==> config.mk <==
export PLATFORM = sky130hd
export DESIGN_NAME = median_window_filter
export DESIGN_NICKNAME = d
export VERILOG_FILES = /design/src/rtl/median_window_filter.sv
export SDC_FILE = /design/constraint.sdc
export NUM_CORES = 1
export LEC_CHECK = 0
export BUFFER_PORTS_ARGS = -buffer_cell sky130_fd_sc_hd__clkbuf_2
export CAP_MARGIN = 20
export CELL_PAD_IN_SITES_DETAIL_PLACEMENT = 0
export CELL_PAD_IN_SITES_GLOBAL_PLACEMENT = 1
export CORE_MARGIN = 5
export CORE_UTILIZATION = 25
export CTS_BUF_LIST = sky130_fd_sc_hd__clkbuf_8
export CTS_CLUSTER_SIZE = 20
export DETAILED_ROUTE_END_ITERATION = 6
export PLACE_DENSITY_LB_ADDON = 0.1
export SLEW_MARGIN = 20
export SYNTH_ARGS = -nofsm -noshare
export SYNTH_HDL_FRONTEND = slang
export SYNTH_SLANG_ARGS = --single-unit
==> constraint.sdc <==
create_clock -name clk -period 1.9 [get_ports clk]
set_clock_uncertainty 0.05 [all_clocks]
set_input_delay 0.475 -clock clk [delete_from_list [all_inputs] [get_ports clk]]
set_output_delay 0.475 -clock clk [all_outputs]
set_load 0.05 [all_outputs]
==> src/rtl/median_window_filter.sv <==
// median_window_filter
//   Streaming sliding-window median. Samples shift into an N-deep window;
//   once the window is full, every accepted sample copies the window into a
//   sort array. That array is ordered by N passes of odd-even transposition
//   (one pass per cycle), and the middle element is presented on a
//   valid/ready output port.
//   Optional build macro: MEDIAN_MINMAX_EN adds min_out/max_out ports that
//   carry the window minimum and maximum alongside the median.

// One compare/swap lane. Equal inputs pass straight through.
module median_cmp_swap #(
  parameter int W = 8
) (
  input  logic [W-1:0] a,
  input  logic [W-1:0] b,
  output logic [W-1:0] lo,
  output logic [W-1:0] hi
);
  logic swap;

  // Strict unsigned compare: only an out-of-order pair is exchanged.
  always_comb begin
    swap = (a > b);
    lo   = swap ? b : a;
    hi   = swap ? a : b;
  end
endmodule

module median_window_filter #(
  parameter int W = 8,
  parameter int N = 9
) (
  input  logic         clk,
  input  logic         reset,
  input  logic         flush,
  input  logic         in_valid,
  output logic         in_ready,
  input  logic [W-1:0] data_in,
  output logic         out_valid,
  input  logic         out_ready,
  output logic [W-1:0] data_out
`ifdef MEDIAN_MINMAX_EN
  ,
  output logic [W-1:0] min_out,
  output logic [W-1:0] max_out
`endif
);
  localparam int FW  = $clog2(N + 1);
  localparam int PW  = $clog2(N + 1);
  localparam int MID = (N - 1) / 2;

  typedef enum logic [1:0] {IDLE, SORT, OUT} state_t;

  state_t                state;
  logic [FW-1:0]         fill_cnt;
  logic [PW-1:0]         pass_cnt;
  logic [N-1:0][W-1:0]   win;
  logic [N-1:0][W-1:0]   win_sh;
  logic [N-1:0][W-1:0]   srt;
  logic [N-1:0][W-1:0]   srt_nxt;
  logic [N-2:0][W-1:0]   lo;
  logic [N-2:0][W-1:0]   hi;
  logic                  phase;
  logic                  accept;
  logic                  full_after;
  logic                  last_pass;

  assign phase      = pass_cnt[0];
  assign accept     = in_valid && in_ready;
  // Window is full after this shift if it already held N-1 or N samples.
  assign full_after = (fill_cnt >= FW'(N - 1));
  assign last_pass  = (pass_cnt == PW'(N - 1));

  // Window as it looks after shifting in data_in (newest at index 0).
  always_comb begin
    win_sh[0] = data_in;
    for (int i = 1; i < N; i++) win_sh[i] = win[i-1];
  end

  // One compare/swap lane per adjacent pair of the sort array.
  for (genvar i = 0; i < N - 1; i++) begin : g_cs
    median_cmp_swap #(.W(W)) u_cs (
      .a  (srt[i]),
      .b  (srt[i+1]),
      .lo (lo[i]),
      .hi (hi[i])
    );
  end

  // Per-element pass result: even passes pair (0,1),(2,3)..., odd passes
  // pair (1,2),(3,4)... With N odd, element 0 idles on odd passes and
  // element N-1 idles on even passes.
  for (genvar j = 0; j < N; j++) begin : g_el
    if (j == 0) begin : g_first
      assign srt_nxt[j] = phase ? srt[j] : lo[j];
    end else if (j == N - 1) begin : g_last
      assign srt_nxt[j] = phase ? hi[j-1] : srt[j];
    end else begin : g_mid
      assign srt_nxt[j] = (phase == ((j % 2) == 1)) ? lo[j] : hi[j-1];
    end
  end

  // Control FSM, window/sort storage and registered outputs.
  always_ff @(posedge clk or negedge reset) begin
    if (!reset) begin
      state     <= IDLE;
      fill_cnt  <= '0;
      pass_cnt  <= '0;
      win       <= '0;
      srt       <= '0;
      in_ready  <= 1'b0;
      out_valid <= 1'b0;
      data_out  <= '0;
`ifdef MEDIAN_MINMAX_EN
      min_out   <= '0;
      max_out   <= '0;
`endif
    end else if (flush) begin
      // Flush beats any handshake; a sample offered now is dropped.
      state     <= IDLE;
      fill_cnt  <= '0;
      pass_cnt  <= '0;
      in_ready  <= 1'b1;
      out_valid <= 1'b0;
    end else begin
      case (state)
        IDLE: begin
          in_ready <= 1'b1;
          if (accept) begin
            win <= win_sh;
            if (fill_cnt != FW'(N)) fill_cnt <= fill_cnt + FW'(1);
            if (full_after) begin
              srt      <= win_sh;
              pass_cnt <= '0;
              in_ready <= 1'b0;
              state    <= SORT;
            end
          end
        end
        SORT: begin
          srt      <= srt_nxt;
          pass_cnt <= pass_cnt + PW'(1);
          if (last_pass) begin
            // Outputs are taken from the final pass result directly.
            state     <= OUT;
            out_valid <= 1'b1;
            data_out  <= srt_nxt[MID];
`ifdef MEDIAN_MINMAX_EN
            min_out   <= srt_nxt[0];
            max_out   <= srt_nxt[N-1];
`endif
          end
        end
        OUT: begin
          // Hold the result until the consumer takes it.
          if (out_ready) begin
            out_valid <= 1'b0;
            in_ready  <= 1'b1;
            state     <= IDLE;
          end
        end
        default: begin
          state    <= IDLE;
          in_ready <= 1'b0;
        end
      endcase
    end
  end
endmodule

==> results of run 1 <==
-- registers in the layout, indices dropped and copies added, names as in the netlist --
signal	cells
win	64
state	2
srt	72
data_out	8
out_valid	1
in_ready	1
pass_cnt	4
fill_cnt	4
-- per-stage QoR --
stage	instances	utilization, %	hold WS [ns]
floorplan	877	-	0.129
global placement	1536	31.5	0.378
detailed placement	1536	31.5	0.381
CTS	1593	34.6	0.127
global route	1605	36.1	0.163
finish	1605	36.1	0.175
-- repair_timing --
item                       CTS  global route
cloned                       2             1
setup endpoints to repair   80           109
hold buffers                 1             0
setup buffers               26            13
hold endpoints to repair    30             0
resized for setup          132           107
pin swaps                   73            53
-- power breakdown --
group	internal [W]	total, W	switching (W)	leakage [nW]
logic	0.00154	0.00260	0.00106	3.68
clock network	0.00145	0.00282	0.00137	0.225
registers	0.00399	0.00465	0.000652	1.87
-- kinds of logic after synthesis --
family	share of synthesized area, %
buffers and inverters	5.47
adder cells (fa/ha/maj)	9.48
AND/OR/NAND/NOR	9.60
XOR/XNOR	0.385
flip-flops	42.9
multiplexers	20.3
AO/OA/AOI/OAI	11.9
-- layer usage --
| layer | global-route usage, % | up-vias | wire length (um) |
|---|---|---|---|
| met5 | 0 | - | 0 |
| met4 | 3.47 | 0 | 321 |
| met3 | 2.41 | 15 | 645 |
| met2 | 21.9 | 48 | 12700 |
| met1 | 20.8 | 3548 | 14700 |
| li1 | - | 3600 | - |
-- how the worst max path moves through the flow --
stage / start / end / slack [ns] / cells after the start
final: srt[33] / srt[33] / -0.29 / 10
after global routing: srt[49] / srt[52] / -0.40 / 10
after detailed placement: srt[49] / srt[47] / -0.40 / 9
after CTS: srt[41] / srt[47] / -0.30 / 11
after global placement: srt[49] / srt[47] / -0.42 / 9
after floorplan: srt[33] / srt[24] / -0.13 / 11
-- critical path, delay by kind of cell, from the launching register on --
family / cells / cell delay [ns]
muxes: 2 / 0.39
AOI/OAI and AO/OA: 4 / 0.59
DFF: 1 / 0.43
adders and majority gates: 1 / 0.20
and+or+nand+nor: 1 / 0.12
buffers and inverters: 2 / 0.34
-- placed cells by master (no fill, tap or decap), types with 7 or more instances in the layout --
master,instances
buf_4,210
dfrtp_1,140
mux2i_1,103
a21oi_1,66
mux2_2,60
inv_1,54
nor2_1,51
nand2_1,41
ha_1,40
o21ai_2,31
ha_4,29
buf_6,23
clkbuf_2,21
clkbuf_8,18
o21ai_1,15
dfrtp_2,15
a21oi_2,14
buf_12,13
nand3_1,12
inv_2,11
nor2_4,10
and3_1,10
nand4_1,9
o221ai_2,9
nand2_2,8
nand2_4,8
a31oi_1,7
mux2_4,7
-- layout make-up --
type / count / area [um^2]
multi-input cells: 610 / 5630
fillers: 3746 / 23200
repair buffers: 270 / 2250
inverters: 69 / 274
flip-flops and latches: 156 / 3930
clock buffers: 18 / 248
clock inverters: 14 / 178
well taps: 468 / 586
==> run metrics, run 1 <==
outcome=finished with violations; failing checks=negative setup slack; routed vias/inst=4.49; Wirelength per Cell=17.7 um; total CTS buffers=17; Yosys Warn Count=0; Die Area=between 40000 and 50000 um^2; Cell Chain, Critical Path=buf_6, ha_4, nor2b_4, o211ai_1, a21oi_1, o22ai_1, buf_4, mux2i_1, mux2_4, o21ai_4; horizontal die dimension=approximately 200 um; CTS tree=yes; number of synthesized flops with an enable pin=0; most numerous cell in the Yosys netlist=dfrtp_1; post-route minimum period=2.19 ns; Lkg Pwr=5.77 nW; DR vias=roughly 7200; largest net degree at the start of global routing=47; antenna cells=0; CTS H-tree depth=4; R2R Setup Slk=-0.29 ns; Final Hold Fails=0; Top FF cell, synth=dfrtp_1; Max Fclk=456 MHz; Post-synth top cells=dfrtp_1, mux2i_1, a21oi_1; Worst path max stage delay=0.43 ns; area delta synth->final=43.7%; post-synthesis sequential area ratio=42.9%; top cells by area, synth=dfrtp_1, mux2i_1, ha_1, mux2_2, a21oi_1; Worst-Skew Late Latency=roughly 0.48 ns; MaxCap Viol Count=0; CP Max Fanout=5; Routed Antenna Nets=0; syn avg cell area=10.4 um^2; initial antenna violation count=0; Worst Max-Slew Pin Slew=between 0.4 and 0.5 ns; hold path cells=3; nature of the critical path startpoint=flop; setup_tns=-13.25 ns; HPWL Detailed=20500 um; Mapped Cells=877; Layout Nets=1206; sink of the worst hold path=srt[1]; Initial DRC Count=254; Setup WS pre-CTS=-0.399 ns; crit share post-route=115%; CTS max path bufs=2; critical path class=reg2reg; RePlAce Congestion=0.760; CP arrival=2.54 ns; PwrDens=769 nW/um^2; final instance area=13100 um^2; # IOs=23; Clk pin slew, worst setup/hold paths=0.10 ns; Post-Synthesis Cell Area=between 9000 and 10000 um^2; Setup violations, final=80; first-pass GRT wire length=45100 um; Slowest cell on crit path=dfrtp_2; critical path required time=approximately 2.3 ns; global-route usage over all layers=14.2%; DP Area=11400 um^2; Synth top area share=42.9%; VDD IR-drop max=0.000321 V; Critical R2R Capture=srt[33]; grt total ovfl=0; area leader, netlist=dfrtp_1; Post-synth ARST share=100%; worst hold path class=in2reg; row count=70; I/O Buffers=22; Hold Startpoint=data_in[1]; syn nets=959; DR DRC count=0; Routed WL=around 28000 um; CTS sink count=156; First-pass DRT Iterations=4; FF+latch count, synth=156; Root Driver=clkbuf_8; Reg2Reg Depth=10; RSZ-0062 raised after global routing=yes; vias in the first global route=7559; Critical R2R Launch=srt[33]; ratio of cells with drive above 1 in the final layout=between 40% and 50%; nature of the critical path endpoint=flop; setup ws final=-0.291 ns; Core Box Area=36300 um^2; Power Total=0.0101 W; max-slew violations=0; DIE HEIGHT=between 200 and 250 um; Initial Util=25.1%; count of cell types in the netlist=50; max_slew headroom=a little under three quarters
Note: power is estimated with default switching activity, not from simulation.
==> inputs of run 2 (changes only) <==
- CORE_UTILIZATION: 25 -> 47
==> run metrics, run 2 (synthesis results as in run 1) <==
outcome=finished with violations; failing checks=negative setup slack; global-route usage over all layers=23.1% (+8.9 points); CP arrival=2.47 ns (-0.07 ns); Worst-Skew Late Latency=0.46 ns (-0.02 ns); Critical R2R Capture=data_out[7]; MaxCap Viol Count=0 (unchanged); Worst path max stage delay=0.40 ns (-0.03 ns); critical path required time=2.19 ns (-0.06 ns); DIE HEIGHT=149 um (-26%); antenna cells=0 (unchanged); Switching Fraction=29.4% (-1.2 points); PwrDens=809 nW/um^2 (+5.3%); Max Fclk=458 MHz (+0.39%); nature of the critical path endpoint=flop; row count=51 (-27%); Core Box Area=19300 um^2 (-47%); commonest cells after routing, fill and taps aside=buf_4, dfrtp_1, mux2i_1; Cell Chain, Critical Path=ha_1, nor2b_4, o211ai_1, a21oi_2, o22ai_2, buf_6, mux2i_1, mux2_4, o21ai_2; net switching power=0.00291 W (-5.7%); CP Max Fanout=4 (-1); post-route minimum period=2.18 ns (-0.00855 ns); max-slew violations=0 (unchanged); final instance area=12200 um^2 (-6.7%); Worst setup startpoint=srt[25]; Biggest register=srt; RePlAce Congestion=0.829 (+9.1%); P_int=0.00698 W (about the same); First-pass DRT Iterations=6 (+2); Routed Antenna Nets=0 (unchanged); horizontal die dimension=149 um (-26%); VDD IR-drop max=0.000484 V (+51%); nature of the critical path startpoint=flop; worst hold path class=in2reg; grt total ovfl=0 (unchanged); Final Hold Fails=0 (unchanged); Critical R2R Launch=srt[25]; DP Area=10900 um^2 (-4.7%); CP Depth=9 (-1); CTS sink count=156 (unchanged); max reg flops=72 (unchanged); R2R Setup Slk=-0.28 ns (about the same); Die Area=22300 um^2 (-45%); I/O Buffers=22 (unchanged); CTS tree=yes; Hold Startpoint=data_in[7]; area delta synth->final=34.1%; crit share post-route=115% (-0.45 points); DR vias=7265 (+0.75%); ratio of cells with drive above 1 in the final layout=42.0% (-6.0 points); Routed WL=24800 um (-12%); initial antenna violation count=0 (unchanged); Wirelength per Cell=18.1 um (+2.6%); Initial DRC Count=509 (+100%); Power Total=0.00989 W (-1.7%); Clk pin slew, worst setup/hold paths=0.08 ns (-0.02 ns); # IOs=23 (unchanged); Comb pwr share=23.8% (-2.0 points); total CTS buffers=17 (unchanged); Flop pwr share=47.1% (+0.9 points); critical path class=reg2reg; Root Driver=clkbuf_8; Setup WS pre-CTS=-0.331 ns (+0.0678 ns); DR DRC count=0 (unchanged); Slowest cell on crit path=dfrtp_1; largest net degree at the start of global routing=53 (+13%); Initial Util=47.3% (+22 points); CTS max path bufs=2 (unchanged); largest registers=srt: 72 flops, win: 64 flops, data_out: 8 flops; Setup violations, final=80 (unchanged); HPWL Detailed=18100 um (-12%); Lkg Pwr=5.57 nW (-3.5%); hold slack=0.207 ns (+0.0325 ns); Clock power frac=29.2% (+1.2 points); first-pass GRT wire length=40600 um (-9.8%); RSZ-0062 raised after global routing=yes; max_slew headroom=66.2% (-4.7 points); crit path capture=data_out[7]; Worst Max-Slew Pin Slew=0.503 ns (+0.0669 ns); most common cell after layout, fill and taps aside=buf_4; Layout Nets=1175 (-2.6%); setup ws final=-0.283 ns (+0.00855 ns); CTS H-tree depth=4 (unchanged); vias in the first global route=7597 (+0.50%); setup_tns=-13.95 ns (-0.708 ns); Top delay family on crit path=compound AO/OA/AOI/OAI gates; routed vias/inst=5.30 (+18%); Reg2Reg Depth=9 (-1); Worst Path Buf+Inv=1 (-1)
run 2: cell count changes in the layout (fill, tap and decap cells not counted), moves of 8 or more:
| cell | change |
|---|---|
| buf_4 | -25 |
| ha_1 | +11 |
| ha_4 | -11 |
| nor2_1 | +12 |
| nor2_4 | -8 |
run 2: how the worst min path moves through the flow:
stage	endpoint	slack, ns	cells past startpoint
after floorplan	data_out[0]	0.13	0
after detailed placement	fill_cnt[3]	0.33	1
after CTS	win[6]	0.18	2
final	win[7]	0.21	2
after global placement	fill_cnt[0]	0.33	1
after global routing	win[7]	0.18	2
run 2: cell type report:
type / instances / area [um^2]
flip-flops and latches: 156 / 3920
clock inverters: 12 / 196
inverters: 69 / 259
clock buffers: 19 / 262
multi-input cells: 610 / 5300
fillers: 1635 / 7060
repair buffers: 239 / 1940
well taps: 265 / 332
run 2: stage by stage:
| step | util (%) | cells |
|---|---|---|
| 3_5_place_dp | 56.4 | 1305 |
| 4_1_cts | 61.1 | 1355 |
| 3_3_place_gp | 56.4 | 1305 |
| 5_1_grt | 63.4 | 1370 |
| 2_1_floorplan | - | 877 |
| 6_report | 63.4 | 1370 |
run 2: layer usage:
metal	up-vias	share of wire [%]	routed length (um)	global-route usage [%]
met5	-	0	0	0
met4	0	1.8	439	6.68
met3	30	2.3	562	3.28
met2	83	46	11400	36.3
met1	3608	50	12400	33.5
li1	3544	-	-	-
run 2: timing repair:
item,CTS,global route
gates cloned,1,1
pin swaps,38,34
buffers inserted,17,15
hold endpoints to repair,27,0
hold buffers,1,0
gates resized for setup,82,81
endpoints found under the setup margin,95,117
run 2: power groups by stage:
stage          clock, W  combinational [W]  sequential (W)
2_1_floorplan         0            0.00131         0.00440
3_3_place_gp          0            0.00200         0.00467
3_5_place_dp          0            0.00208         0.00470
4_1_cts         0.00295            0.00223         0.00465
5_1_grt         0.00309            0.00263         0.00474
6_report        0.00288            0.00235         0.00465
==> inputs of run 3 (changes only) <==
- CELL_PAD_IN_SITES_GLOBAL_PLACEMENT: 1 -> 2
- clock period: 1.9 -> 2.58 ns (I/O delays scaled with it)
==> run metrics, run 3 (synthesis results as in run 1) <==
outcome=complete, no violations; # IOs=23 (unchanged); total CTS buffers=17 (unchanged); net switching power=0.00204 W (-30%); DIE HEIGHT=149 um (unchanged); CTS max path bufs=2 (unchanged); nature of the critical path endpoint=flop; Initial DRC Count=413 (-19%); CTS tree=yes; Initial Util=47.3% (unchanged); first-pass GRT wire length=36700 um (-9.7%); routed vias/inst=5.38 (+1.5%); vias in the first global route=6553 (-14%); Critical R2R Capture=srt[39]; R2R Setup Slk=0.09 ns (+0.37 ns); nature of the critical path startpoint=flop; Lkg Pwr=4.54 nW (-19%); CP Max Fanout=7 (+3); Worst-Skew Late Latency=0.46 ns (about the same); VDD IR-drop max=0.000544 V (+12%); ratio of cells with drive above 1 in the final layout=19.2% (-23 points); Reg2Reg Depth=8 (-1); CTS sink count=156 (unchanged); row count=51 (unchanged); grt total ovfl=0 (unchanged); most common cell after layout, fill and taps aside=dfrtp_1; Worst Max-Slew Pin Slew=0.630 ns (+0.127 ns); Comb pwr share=18.2% (-5.6 points); final core occ=52.4% (-11 points); post-route minimum period=2.49 ns (+0.312 ns); setup_tns=0 ns (+13.95 ns); Clock power frac=31.4% (+2.2 points); FILL cells=1773 (+8.4%); critical path class=reg2reg; M3 GR Usage=4.16% (+0.88 points); CP arrival=2.81 ns (+0.34 ns); max reg flops=72 (unchanged); First-pass DRT Iterations=5 (-1); storage element area=3910 um^2 (-0.29%); Switching Fraction=30.2% (+0.83 points); Final Hold Fails=0 (unchanged); HPWL Detailed=16200 um (-11%); Routed WL=22000 um (-11%); Multi-input gate area=4710 um^2 (-11%); crit path capture=srt[39]; DR DRC count=0 (unchanged); P_int=0.00471 W (-32%); Clk pin slew, worst setup/hold paths=0.09 ns (about the same); area delta synth->final=11.0%; Most Crowded Layer GR=met2; Biggest register=srt; crit share post-route=96.7% (-18 points); Die Area=22300 um^2 (unchanged); commonest cells after routing, fill and taps aside=dfrtp_1, mux2i_1, a21oi_1; CTS H-tree depth=4 (unchanged); met2 Usage GRT=32.0% (-4.3 points); MaxCap Viol Count=0 (unchanged); Critical R2R Launch=srt[38]; hold_buf cts=0 (-1); largest net degree at the start of global routing=73 (+38%); global-route usage over all layers=20.9% (-2.2 points); met1 Resource Use GR=31.4% (-2.2 points); max_slew headroom=57.9% (-8.3 points); DR vias=6410 (-12%); hold slack=0.0972 ns (-0.110 ns); horizontal die dimension=149 um (unchanged); Root Driver=clkbuf_8; critical path required time=2.89 ns (+0.70 ns); Flop pwr share=50.4% (+3.3 points); largest registers=srt: 72 flops, win: 64 flops, data_out: 8 flops; Layout Nets=995 (-15%); RePlAce Congestion=0.800 (-3.4%); I/O Buffers=22 (unchanged); Setup violations, final=0 (-100%); max-slew violations=0 (unchanged); Max Fclk=401 MHz (-13%); Worst setup startpoint=srt[38]; Core Box Area=19300 um^2 (unchanged); PwrDens=668 nW/um^2 (-17%); worst hold path class=in2async; antenna cells=0 (unchanged); Routed Antenna Nets=0 (unchanged); initial antenna violation count=0 (unchanged); Wirelength per Cell=18.5 um (+1.9%); RSZ-0062 raised after global routing=no
run 3: cell count changes in the layout (fill, tap and decap cells not counted), moves of 12 or more:
cell | previous run | this run
o21ai_1 | 19 | 7
ha_4 | 18 | 0
ha_1 | 51 | 69
nand2_1 | 44 | 57
o21ai_2 | 29 | 4
o21ai_0 | 5 | 45
buf_4 | 185 | 33
buf_6 | 23 | 1
run 3: final cells by class:
type                    count  area share (%)
multi-input cells         610            46.6
repair buffers             59            4.39
inverters                  69            2.56
flip-flops and latches    156            38.7
well taps                 265            3.28
clock buffers              18            2.45
clock inverters            14            2.04
run 3: metrics by stage:
stage,instances,worst slack (ns),area (um^2),total power (W)
floorplan,877,0.546,9110,0.00419
global placement,1158,0.152,9630,0.00464
detailed placement,1158,0.0985,9630,0.00469
CTS,1190,0.0868,10100,0.00684
global route,1191,0.00982,10100,0.00718
finish,1191,0.0854,10100,0.00676
run 3: per-layer routing:
| metal | up-vias | part of all wire, % |
|---|---|---|
| met4 | 0 | 0.58 |
| met3 | 9 | 3.1 |
| met1 | 3152 | 51 |
| li1 | 3175 | - |
| met5 | - | 0 |
| met2 | 74 | 45 |
run 3: timing repair:
item	CTS	global route
resized for setup	0	2
endpoints found under the setup margin	0	24
setup buffers	0	1
run 3: worst min-delay path by stage:
stage | from | to | slack [ns] | cells after the start
global route | reset | in_ready | 0.11 | 1
floorplan | reset | data_out[0] | 0.30 | 0
CTS | reset | out_valid | 0.12 | 1
finish | reset | out_valid | 0.1 | 1
global placement | data_out[0] | data_out[0] | 0.42 | 2
detailed placement | data_out[0] | data_out[0] | 0.42 | 2
run 3: worst max-delay path, stage by stage, from the launching register on:
cell and delay (ns):
dfrtp_1 0.48, ha_1 0.34, nand2_1 0.05, o21ai_0 0.38
o22ai_1 0.24, buf_4 0.22, mux2i_1 0.12, mux2_2 0.32
o21ai_0 0.19
run 3: power by group through the flow:
stage	logic [W]	clock network (W)	registers, W
after floorplan	0.000950	0	0.00324
after global placement	0.00120	0	0.00345
after detailed placement	0.00123	0	0.00346
after CTS	0.00124	0.00219	0.00341
after global routing	0.00140	0.00230	0.00348
final	0.00123	0.00212	0.00341
